==> src/rtl/keypad_scanner.sv <==
// 4x4 matrix keypad scanner with ghost rejection and frame-based debounce.
// Columns are driven low one at a time. The rows are sampled at the end of each
// column slot. A debounce FSM evaluates one result per four-column frame.
// Optional build macro: KEYPAD_SYNC_EN adds a 2-flop row synchronizer. It also
// moves the sample point 2 cycles later.
module keypad_scanner #(
  parameter int unsigned SCAN_DIV = 10000,
  parameter int unsigned DEBOUNCE = 4
) (
  input  logic       clk,
  input  logic       rst,
  input  logic [3:0] row,
  output logic [3:0] col,
  output logic [4:0] key,
  output logic       key_strobe
);

  localparam int unsigned TimerW = $clog2(SCAN_DIV) + 1;
  localparam int unsigned CntW   = $clog2(DEBOUNCE) + 1;

  localparam logic [4:0]        KeyNone   = 5'h10;
  localparam logic [TimerW-1:0] TimerLast = TimerW'(SCAN_DIV - 1);
  localparam logic [CntW-1:0]   CntOne    = CntW'(1);
  localparam logic [CntW-1:0]   CntDone   = CntW'(DEBOUNCE);

  typedef enum logic [1:0] {S_IDLE, S_CONF, S_HELD, S_REL} state_e;

  logic [TimerW-1:0] timer_q;
  logic [1:0]        col_idx_q;
  logic              samp_raw;

  logic [3:0] samp_row;
  logic       samp_en;
  logic [1:0] samp_col;

  logic [1:0] hits_q;
  logic [4:0] code_q;
  logic [1:0] slot_hits;
  logic [4:0] slot_code;
  logic [2:0] hits_sum;
  logic [1:0] hits_next;
  logic [4:0] code_next;
  logic       frame_done;
  logic [4:0] frame_result;

  state_e          state_q;
  logic [CntW-1:0] cnt_q;
  logic [4:0]      cand_q;
  logic [4:0]      key_q;
  logic            strobe_q;

  // Map a (row, column) switch position onto its key code.
  function automatic logic [4:0] keymap(input logic [1:0] r, input logic [1:0] c);
    logic [4:0] code;
    case ({r, c})
      4'b00_00: code = 5'h01;
      4'b00_01: code = 5'h02;
      4'b00_10: code = 5'h03;
      4'b00_11: code = 5'h0A;
      4'b01_00: code = 5'h04;
      4'b01_01: code = 5'h05;
      4'b01_10: code = 5'h06;
      4'b01_11: code = 5'h0B;
      4'b10_00: code = 5'h07;
      4'b10_01: code = 5'h08;
      4'b10_10: code = 5'h09;
      4'b10_11: code = 5'h0C;
      4'b11_00: code = 5'h0E;
      4'b11_01: code = 5'h00;
      4'b11_10: code = 5'h0F;
      4'b11_11: code = 5'h0D;
      default:  code = KeyNone;
    endcase
    return code;
  endfunction

  // Column slot timer: SCAN_DIV cycles per column, then advance to the next column.
  always_ff @(posedge clk or negedge rst) begin
    if (!rst) begin
      timer_q   <= '0;
      col_idx_q <= 2'd0;
    end else if (timer_q == TimerLast) begin
      timer_q   <= '0;
      col_idx_q <= col_idx_q + 2'd1;
    end else begin
      timer_q <= timer_q + TimerW'(1);
    end
  end

  assign col      = ~(4'b0001 << col_idx_q);
  assign samp_raw = (timer_q == TimerLast);

`ifdef KEYPAD_SYNC_EN
  logic [3:0] sync1_q;
  logic [3:0] sync2_q;
  logic [1:0] samp_dly_q;
  logic [1:0] col_dly1_q;
  logic [1:0] col_dly2_q;

  // Synchronize the rows and delay the sample strobe and column index to match.
  always_ff @(posedge clk or negedge rst) begin
    if (!rst) begin
      sync1_q    <= 4'b1111;
      sync2_q    <= 4'b1111;
      samp_dly_q <= 2'b00;
      col_dly1_q <= 2'd0;
      col_dly2_q <= 2'd0;
    end else begin
      sync1_q    <= row;
      sync2_q    <= sync1_q;
      samp_dly_q <= {samp_dly_q[0], samp_raw};
      col_dly1_q <= col_idx_q;
      col_dly2_q <= col_dly1_q;
    end
  end

  assign samp_row = sync2_q;
  assign samp_en  = samp_dly_q[1];
  assign samp_col = col_dly2_q;
`else
  assign samp_row = row;
  assign samp_en  = samp_raw;
  assign samp_col = col_idx_q;
`endif

  // Count the closed switches in the current slot and merge them into the frame tally.
  always_comb begin
    slot_hits = 2'd0;
    slot_code = KeyNone;
    for (int r = 0; r < 4; r++) begin
      if (!samp_row[r]) begin
        if (slot_hits != 2'd2) slot_hits = slot_hits + 2'd1;
        slot_code = keymap(r[1:0], samp_col);
      end
    end
    // The tally saturates at 2: anything above one switch is a ghost/multi-press.
    hits_sum     = {1'b0, hits_q} + {1'b0, slot_hits};
    hits_next    = (hits_sum >= 3'd2) ? 2'd2 : hits_sum[1:0];
    code_next    = (slot_hits != 2'd0) ? slot_code : code_q;
    frame_done   = samp_en && (samp_col == 2'd3);
    frame_result = (hits_next == 2'd1) ? code_next : KeyNone;
  end

  // Frame accumulator: cleared at the end of column 3.
  always_ff @(posedge clk or negedge rst) begin
    if (!rst) begin
      hits_q <= 2'd0;
      code_q <= KeyNone;
    end else if (samp_en) begin
      if (frame_done) begin
        hits_q <= 2'd0;
        code_q <= KeyNone;
      end else begin
        hits_q <= hits_next;
        code_q <= code_next;
      end
    end
  end

  // Debounce FSM: one evaluation per frame result, with registered key and strobe.
  always_ff @(posedge clk or negedge rst) begin
    if (!rst) begin
      state_q  <= S_IDLE;
      cnt_q    <= '0;
      cand_q   <= KeyNone;
      key_q    <= KeyNone;
      strobe_q <= 1'b0;
    end else begin
      strobe_q <= 1'b0;
      if (frame_done) begin
        unique case (state_q)
          S_IDLE: begin
            if (frame_result != KeyNone) begin
              cand_q <= frame_result;
              if (CntOne == CntDone) begin
                key_q    <= frame_result;
                strobe_q <= 1'b1;
                cnt_q    <= '0;
                state_q  <= S_HELD;
              end else begin
                cnt_q   <= CntOne;
                state_q <= S_CONF;
              end
            end
          end
          S_CONF: begin
            if (frame_result == cand_q) begin
              if (cnt_q + CntOne == CntDone) begin
                key_q    <= cand_q;
                strobe_q <= 1'b1;
                cnt_q    <= '0;
                state_q  <= S_HELD;
              end else begin
                cnt_q <= cnt_q + CntOne;
              end
            end else begin
              cnt_q   <= '0;
              state_q <= S_IDLE;
            end
          end
          S_HELD: begin
            if (frame_result != key_q) begin
              if (CntOne == CntDone) begin
                key_q   <= KeyNone;
                cnt_q   <= '0;
                state_q <= S_IDLE;
              end else begin
                cnt_q   <= CntOne;
                state_q <= S_REL;
              end
            end
          end
          S_REL: begin
            // Any other code, including a different key, counts toward release.
            if (frame_result != key_q) begin
              if (cnt_q + CntOne == CntDone) begin
                key_q   <= KeyNone;
                cnt_q   <= '0;
                state_q <= S_IDLE;
              end else begin
                cnt_q <= cnt_q + CntOne;
              end
            end else begin
              cnt_q   <= '0;
              state_q <= S_HELD;
            end
          end
          default: state_q <= S_IDLE;
        endcase
      end
    end
  end

  assign key        = key_q;
  assign key_strobe = strobe_q;

endmodule

==> config.mk <==
export PLATFORM = sky130hd
export DESIGN_NAME = keypad_scanner
export DESIGN_NICKNAME = d
export VERILOG_FILES = /design/src/rtl/keypad_scanner.sv
export SDC_FILE = /design/constraint.sdc
export NUM_CORES = 1
export LEC_CHECK = 0
export ABC_AREA = 1
export BUFFER_PORTS_ARGS = -buffer_cell sky130_fd_sc_hd__buf_2
export CAP_MARGIN = 20
export CELL_PAD_IN_SITES_DETAIL_PLACEMENT = 0
export CELL_PAD_IN_SITES_GLOBAL_PLACEMENT = 1
export CORE_MARGIN = 2
export CORE_UTILIZATION = 35
export CTS_BUF_LIST = sky130_fd_sc_hd__clkbuf_8
export DETAILED_ROUTE_END_ITERATION = 10
export PLACE_DENSITY = 0.7
export SKIP_LAST_GASP = 1
export SLEW_MARGIN = 5
export SYNTH_ARGS = -nofsm -noshare
export SYNTH_HDL_FRONTEND = slang
export SYNTH_SLANG_ARGS = --single-unit
==> constraint.sdc <==
create_clock -name clk -period 3.3 [get_ports clk]
set_clock_uncertainty 0.15 [all_clocks]
set_input_delay 0.495 -clock clk [delete_from_list [all_inputs] [get_ports clk]]
set_output_delay 0.495 -clock clk [all_outputs]
set_load 0.02 [all_outputs]
## After elaboration in Yosys (flattened, before gate mapping)

Index checks and enable logic that the tools add are counted.
W data, S select, Z words.

| operators by class | value |
|---|---|
| multiplexer cells | 43 |
| reduce and logical (&&, ||, !) cells | 9 |
| eq/ne operators | 23 |
| shifts and indexed selects | 1 |
| $lt $le $gt $ge | 1 |
| add/subtract/negate cells | 7 |
| bitwise operators | 1 |

Operators by type and width:

| kind | number |
|---|---|
| $pmux W5 S4 | 4 |
| $mux W5 | 11 |
| $mux W2 | 14 |
| $ne A2 B2 Y1 const B | 9 |
| $add A15 B1 Y15 const B | 1 |
| $eq A15 B14 Y1 const B | 1 |
| $mux W15 | 1 |
| $mux W3 | 5 |
| $pmux W3 S4 | 1 |
| $pmux W5 S2 | 1 |
| $add A2 B1 Y2 const B | 4 |
| $eq A2 B2 Y1 const B | 4 |
| $pmux W2 S4 | 1 |
| $eq A2 B1 Y1 const B | 3 |
| $ne A3 B3 Y1 const B | 2 |
| $reduce_and A3 Y1 | 2 |
| $reduce_and A6 Y1 | 1 |
| $eq A5 B5 Y1 | 1 |
| $mux W1 | 5 |
| $ne A5 B5 Y1 | 1 |
| $ne A5 B5 Y1 const B | 1 |
| $reduce_and A5 Y1 | 1 |
| $logic_not A2 Y1 | 2 |
| $not A4 Y4 | 1 |
| other kinds (7) | 8 |

| storage, ports and cells | value |
|---|---|
| flip-flop bits (word level) | 40 |
| word-level logic and storage cells | 94 |
| output and inout port bits | 10 |

## Longest topological paths before layout

Gate-level depths: netlist of the first run.

| depth | value |
|---|---|
| word-level depth | 19 |
| depth in mapped cells | 27 |
| mapped depth without buffers | 27 |

## Worst setup path before layout of the first run

No wires, ideal clock.

| timing path | value |
|---|---|
| path type | input-to-reg |
| start point | input row[1] |
| end point | register state_q[1] |
| slack | -0.413 ns |
| path buffers | 1 |
| arrival | 3.451 ns |
| required time | 3.037 ns |
| stages | 26 |
| cell sequence | inv_1 ha_1 nand2_1 and2_1 ha_1 or2_4 nand2_8 inv_1 ha_1 inv_1 fa_1 nand2_1 inv_1 nand2_1 inv_1 clkbuf_1 nand3_1 nand2_1 nor2_2 nand4_1 nand2_1 nor2_1 nand2_1 nand2_1 nand2_1 inv_1 |

| on the way | value |
|---|---|
| word-level cells in the longest chain between the ends | 15 |
| elaborated cells between the ends (all ways) | 30 |

Ends and longest elaborated chain:

| what | line | RTL |
|---|---|---|
| from (decl) | 12 | `input logic [3:0] row,` |
| $mux W2 | 131 | `if (!samp_row[r]) begin` |
| $add A2 B1 Y2 / $ne A2 B2 Y1 (equally long branches) | 132 | `if (slot_hits != 2'd2) slot_hits = slot_hits + 2'd1;` |
| $mux W2 | 132 |  |
| $mux W2 | 131 |  |
| $add A2 B1 Y2 / $ne A2 B2 Y1 (equally long branches) | 132 |  |
| $mux W2 | 132 |  |
| $mux W2 | 131 |  |
| $add A2 B2 Y3 | 137 | `hits_sum = {1'b0, hits_q} + {1'b0, slot_hits};` |
| $ge A3 B2 Y1 | 138 | `hits_next = (hits_sum >= 3'd2) ? 2'd2 : hits_sum[1:0];` |
| $mux W2 | 138 |  |
| $eq A2 B1 Y1 | 141 | `frame_result = (hits_next == 2'd1) ? code_next : KeyNone;` |
| $mux W5 (*) | 141 |  |
| $ne A5 B5 Y1, or another cell as far along | 202, 215 |  |
| $ne A3 B3 Y1 (no line), or another cell as far along | - |  |
| $reduce_and A5 Y1 (no line) / $pmux W2 S4 (equally long branches) | - |  |
| to (signal assigned) | 206 | `state_q <= S_IDLE;` |
| to (signal assigned) | 209 | `state_q <= S_REL;` |
| to (signal assigned) | 219 | `state_q <= S_IDLE;` |
| to (decl) | 46 | `state_e state_q;` |

Mark *: on every way between the ends. The rest lies on a longest branch, timed or not.
A chain may end at the register's enable or synchronous reset.

## Final worst setup path of the first run

| timing path | value |
|---|---|
| start point | input row[1] |
| end point | register cnt_q[0] |

| on the way | value |
|---|---|
| word-level cells in the longest chain between the ends | 15 |
| elaborated cells between the ends (all ways) | 28 |

Ends and longest elaborated chain:

| what | line | RTL |
|---|---|---|
| $mux W2 | 131 |  |
| $add A2 B1 Y2 / $ne A2 B2 Y1 (equally long branches) | 132 |  |
| $mux W2 | 132 |  |
| $mux W2 | 131 |  |
| $add A2 B1 Y2 / $ne A2 B2 Y1 (equally long branches) | 132 |  |
| $mux W2 | 132 |  |
| $mux W2 | 131 |  |
| $add A2 B2 Y3 | 137 |  |
| $ge A3 B2 Y1 | 138 |  |
| $mux W2 | 138 |  |
| $eq A2 B1 Y1 | 141 |  |
| $mux W5 (*) | 141 |  |
| $ne A5 B5 Y1, or another cell as far along | 202, 215 |  |
| $mux W3, or another cell as far along | 215 | `if (frame_result != key_q) begin` |
| $pmux W3 S4 / $reduce_and A3 Y1 (equally long branches) | - |  |
| to (signal assigned) | 181 | `cnt_q <= CntOne;` |
| to (signal assigned) | 208 | `cnt_q <= CntOne;` |
| to (signal assigned) | 221 | `cnt_q <= cnt_q + CntOne;` |
| to (decl) | 47 | `logic [CntW-1:0] cnt_q;` |

Marks and branches as above.

==> results of run 1 <==
-- sequential cells by signal, summed over array words and instances (netlist names) --
register,flops
timer_q,15
state_q,2
col_idx_q,2
code_q,5
cand_q,5
cnt_q,3
key_strobe,1
hits_q,2
key,5
-- placed cells by master, fill, tap and decap left out, types with 7 or more instances in the layout --
master,count
buf_2,13
o21ai_0,13
buf_4,25
inv_1,59
dfrtp_1,37
nand2_2,19
nand3_1,23
nor2_1,29
nand2_4,7
a21oi_1,7
nand4_1,7
nand3_2,11
nand2_1,65
ha_1,12
-- power by group through the flow --
stage               clock network (uW)  registers (uW)  logic (uW)
floorplan                            0             500         120
global placement                     0             499         170
detailed placement                   0             499         171
CTS                                425             490         196
global route                       447             490         231
finish                             407             490         209
-- synthesized netlist by cell type, types with 3 or more instances --
master / n / area, um^2
nand3_1: 27 / 135
nand3b_1: 3 / 22.5
xor2_1: 4 / 35.0
nand2_2: 16 / 100
inv_1: 65 / 244
a22o_1: 4 / 35.0
ha_1: 15 / 188
nand2_4: 4 / 45.0
o21ai_0: 14 / 70.1
o21ai_1: 6 / 30.0
nand3_2: 10 / 100
dfstp_2: 3 / 78.8
a21oi_1: 8 / 40.0
nor2_1: 31 / 116
nor4_1: 3 / 18.8
clkbuf_1: 3 / 11.3
nand2_1: 71 / 267
nand4_1: 7 / 43.8
dfrtp_1: 37 / 926
-- through the flow --
stage	cells	area, um^2
floorplan	359	2840
global placement	490	3150
detailed placement	490	3150
CTS	504	3400
global route	507	3470
finish	507	3470
-- final cells by class --
type	instances	area, um^2	share of cell area, %
clock buffers	5	68.8	1.98
inverters	68	278	8.01
multi-input cells	246	1630	47.0
repair inverters	1	7.51	0.217
flip-flops and latches	40	1000	29.0
repair buffers	42	310	8.95
clock inverters	3	42.5	1.23
well taps	102	128	3.68
-- cell families after synthesis --
family          Yosys count  synth area share [%]
compound gates           39                  8.40
xor+xnor                  4                  1.26
fa+ha+maj                16                  7.49
buf+inv                  73                  10.5
flops                    40                  36.3
mux                       1                 0.406
simple gates            186                  35.7
-- path summary, 6_finish.rpt --
check | start | to | slack, ns
min | rst | key[0]$_DFFE_PN0P_ | 0.17
max in group asynchronous | rst | cnt_q[2]$_DFFE_PN0P_ | 2.23
max | row[1] | cnt_q[0]$_DFFE_PN0P_ | -0.14
min in group clk | timer_q[0]$_DFF_PN0_ | timer_q[0]$_DFF_PN0_ | 0.31
max reg2reg | hits_q[0]$_DFFE_PN0N_ | cnt_q[0]$_DFFE_PN0P_ | 0.65
min reg2reg | timer_q[0]$_DFF_PN0_ | timer_q[0]$_DFF_PN0_ | 0.31
-- timing repair --
action,CTS,global route
pin swaps,16,3
gates resized for setup,24,12
endpoints found under the hold margin,0,0
setup buffers,5,3
endpoints found under the setup margin,14,16
gates cloned,1,0
-- routing by layer --
layer	wire length [um]	up-vias
li1	-	1220
met1	3040	1078
met2	2910	28
met3	168	8
met4	111	0
met5	0	-
==> results.md, run 1 <==
* Status: finished with violations
* Failing checks: setup timing
* Syn Area/Cell at 7.72 um^2
* Clk buf depth at 2
* Crit path max fanout at 7
* Worst-Margin Slew at 0.927 ns
* CTS Root Cell: clkbuf_8
* Routed len/inst at 12.3 um
* Syn_nets at 381
* Insertion delay to the later sink of the worst-skew pair at 0.29 ns
* Top FF cell, synth: dfrtp_1
* Die Y-Extent at 93.0 um
* Fin. max-slew vios at 0
* DIE AREA at 0.00865 mm^2
* Period utilisation layout at 104%
* Largest net degree at the start of global routing at 41
* Vias at 2334
* Post-synth cell types at 40
* Asr flop ratio synth at 100%
* Final hold viol count at 0
* Hold slack at 0.167 ns
* CTS H-Tree Depth at 2
* Routing usage on met3 at 3.06%
* Number of global-route vias before repair at 2387
* Starting DRC count in detailed routing at 69
* Port Buf Inserts at 15
* Post-Syn Area at 0.00277 mm^2
* Leakage at 0.00173 uW
* CTS sink cnt at 40
* I/O pins at 16
* Via-to-Cell Ratio at 4.60
* Drt total wl at 6.23 mm
* GR Util met2 at 26.7%
* R2r worst-path depth at 16
* Gr busiest metal: met2
* Antenna diode count at 0
* Hold-fix buffers, CTS at 0
* Final-stage net count at 426
* Switching power share of the total at 27.5%
* Stages on worst setup path at 25
* Antenna violations before repair at 0
* DP Wirelength at 4.65 mm
* Internal power at 802 uW
* RSZ-0062 raised after global routing: yes
* Maxcap violations at 0
* Peak Freq at 291 MHz
* Cell at the slowest stage of the critical path: fa_1
* VDD IR max at 254 uV
* Worst slack, placed at -0.507 ns
* CTS tree: built
* Post-synthesis sequential area ratio at 36.3%
* Crit path launch type: primary input
* Final ANT Viol Nets at 0
* Post-synth EDFFs at 0
* Utilization after layout at 45.1%
* Top delay family on crit path: simple AND/OR/NAND/NOR gates
* Crit. End Element: flip-flop
* Setup TNS at -0.838 ns
* PnR Total Power at 1110 uW
* PwrDens at 319 mW/mm^2
* GRT Total Usage at 16.3%
* Arr. time, crit path at 3.48 ns
* Worst path max stage delay at 0.41 ns
* Sequential share of power at 44.3%
* Combinational power share at 18.9%
* Mapped Cells at 359
* WP data required at 3.34 ns
* Synth Register Bits at 40
* Area grow syn2layout at 25.1%
* Layout cell share with drive strength beyond 1 at 30.6%
* Synthesis Warnings at 0
* Clock power frac at 36.8%
* Fillers at 793
* Met1 Usage GRT at 21.7%
* Worst-path clk slew at 0.09 ns
* Setup violators final at 11
* GR Overflow Total at 0
* Max_slew headroom at 38.2%
* GP Congestion at 0.792
* CTS buffer count at 5
* Die W at 93.0 um
* DR pass1 iterations at 4
* Starting density of the core at 36.1%
* First-pass GRT wire length at 11.3 mm
* Worst Hold Class: primary input to asynchronous set/reset pin
* Worst path bufs/invs at 8
* Worst Setup Slack, final at -0.142 ns
* DRC viols at 0
* Post-layout min period at 3.44 ns
* Psw at 304 uW
* Core region area at 0.00769 mm^2
* Rows at 32
* Crit Path Class: primary input to flip-flop
No activity file was read; power rests on OpenSTA's default activity.
==> run 2: changes to the inputs <==
--- a/config.mk
+++ b/config.mk
@@ -12,8 +12,9 @@
 export CELL_PAD_IN_SITES_GLOBAL_PLACEMENT = 1
 export CORE_MARGIN = 2
 export CORE_UTILIZATION = 35
-export CTS_BUF_LIST = sky130_fd_sc_hd__clkbuf_8
+export CTS_BUF_LIST = sky130_fd_sc_hd__clkbuf_2 sky130_fd_sc_hd__clkbuf_4 sky130_fd_sc_hd__clkbuf_8
 export DETAILED_ROUTE_END_ITERATION = 10
+export MAX_ROUTING_LAYER = met4
 export PLACE_DENSITY = 0.7
 export SKIP_LAST_GASP = 1
 export SLEW_MARGIN = 5
==> run 2 against run 1 <==
The run still ends with setup timing left. Wire length increased by 0.21%. Hold slack got worse by 0.0024 ns. Total power decreased by 0.26%. Die area unchanged. Largest cell class unchanged.
==> results.md, run 2 (same netlist as run 1, synthesis figures left out) <==
* I/O pins at 16
* Peak Freq at 291 MHz
* Worst-path clk slew at 0.09 ns
* First-pass GRT wire length at 11.3 mm
* Failing checks: setup timing
* DIE AREA at 0.00865 mm^2
* Worst-Margin Slew at 0.921 ns
* VDD IR max at 254 uV
* GR Overflow Total at 0
* Period utilisation layout at 104%
* Leakage at 0.00173 uW
* Most common cell on crit path: nand2_1
* Fillers at 793
* Setup violators final at 11
* Core region area at 0.00769 mm^2
* RSZ-0062 raised after global routing: yes
* Metal3 WL at 152 um
* Crit path max fanout at 7
* Crit Path Class: primary input to flip-flop
* Worst Hold Class: primary input to asynchronous set/reset pin
* Cell area after layout at 0.00347 mm^2
* Commonest non-fill, non-tap cell in the layout: nand2_1
* Utilization after layout at 45.1%
* Worst Setup Slack, final at -0.141 ns
* Most frequent cells in the layout: 65 x nand2_1, 59 x inv_1, 37 x dfrtp_1
* Rows at 32
* Final ANT Viol Nets at 0
* Area grow syn2layout at 25.1%
* Die W at 93.0 um
* Largest net degree at the start of global routing at 41
* PwrDens at 318 mW/mm^2
* Starting DRC count in detailed routing at 64
* CTS sink cnt at 40
* CTS H-Tree Depth at 2
* Via-to-Cell Ratio at 4.60
* Metal2 WL at 2.94 mm
* Cell at the slowest stage of the critical path: fa_1
* Hold-fix buffers, CTS at 0
* GRT Total Usage at 16.7%
* Final hold viol count at 0
* Worst path max stage delay at 0.41 ns
* Crit path launch type: primary input
* DRC viols at 0
* Clk buf depth at 2
* Fin. max-slew vios at 0
* Insertion delay to the later sink of the worst-skew pair at 0.29 ns
* Layout cell share with drive strength beyond 1 at 30.6%
* DR top layer: met4
* DP Wirelength at 4.65 mm
* Crit. End Element: flip-flop
* Starting density of the core at 36.1%
* WP data required at 3.34 ns
* Arr. time, crit path at 3.48 ns
* Final-stage net count at 426
* DR pass1 iterations at 4
* CTS tree: built
* Placed instance area at 0.00315 mm^2
* Number of global-route vias before repair at 2383
* Max_slew headroom at 38.6%
* GP Congestion at 0.804
* Routed len/inst at 12.3 um
* Die Y-Extent at 93.0 um
* Vias at 2334
* Antenna diode count at 0
* Antenna violations before repair at 0
* Drt total wl at 6.24 mm
* Status: finished with violations
* CTS buffer count at 5
* Worst slack, placed at -0.507 ns
* Setup TNS at -0.849 ns
* Top reg by flops: timer_q
* M1 wire length at 3.04 mm
* Number of flip-flops in the largest register at 15
* Post-layout min period at 3.44 ns
* Port Buf Inserts at 15
* Maxcap violations at 0
* CTS Root Cell: clkbuf_8
-- run 2: cell counts in the layout (fill, tap and decap cells not counted) --
Identical to the previous run, type by type.
-- run 2: worst max-delay path, delay by kind of cell --
family	cells	cell delay, ns
adders and majority gates	4	0.93
and+or+nand+nor	13	1.36
buffers and inverters	8	0.67
-- run 2: path summary, 6_finish.rpt --
check / endpoint / slack, ns / startpoint / cells after the start
worst max-delay path: cnt_q[0]$_DFFE_PN0P_ / -0.14 / row[1] / 25
worst min-delay path: key[0]$_DFFE_PN0P_ / 0.16 / rst / 1
worst max register to register: cnt_q[0]$_DFFE_PN0P_ / 0.65 / hits_q[0]$_DFFE_PN0N_ / 16
worst min register to register: timer_q[0]$_DFF_PN0_ / 0.31 / timer_q[0]$_DFF_PN0_ / 1
max in group asynchronous: cnt_q[0]$_DFFE_PN0P_ / 2.23 / rst / 1
min in group clk: timer_q[0]$_DFF_PN0_ / 0.31 / timer_q[0]$_DFF_PN0_ / 1
-- run 2: per-stage QoR --
stage	hold slack [ns]	power (uW)	std cells
floorplan	0.0494	619	359
global placement	0.298	670	490
detailed placement	0.308	671	490
CTS	0.220	1110	504
global route	0.260	1170	507
finish	0.165	1100	507
-- run 2: cell type report --
| cell class | count | area (um^2) | share of cell area, % |
|---|---|---|---|
| sequential | 40 | 1000 | 29.0 |
| timing repair buffer | 42 | 310 | 8.95 |
| timing repair inverter | 1 | 7.51 | 0.217 |
| inverter | 68 | 278 | 8.01 |
| multi-input combinational | 246 | 1630 | 47.0 |
| clock buffer | 5 | 68.8 | 1.98 |
| tap | 102 | 128 | 3.68 |
| clock inverter | 3 | 42.5 | 1.23 |
-- run 2: what timing repair did --
item                                   4_1_cts  5_1_grt
setup endpoints to repair                   14       16
gates resized for setup                     24       12
gates cloned                                 1        0
endpoints found under the hold margin        0        0
pin swaps                                   16        3
buffers inserted                             5        3
-- run 2: power by group --
group	switching (uW)	leakage [uW]	internal, uW
Sequential	0	0.000513	490
Clock	180	0.0000541	224
Combinational	121	0.00117	88.0
-- run 2: layer usage --
layer / global-route usage, % / up-vias
met1: 21.8 / 1085
met3: 3.06 / 8
met5: - / -
li1: - / 1219
met2: 26.7 / 22
met4: 5.27 / 0
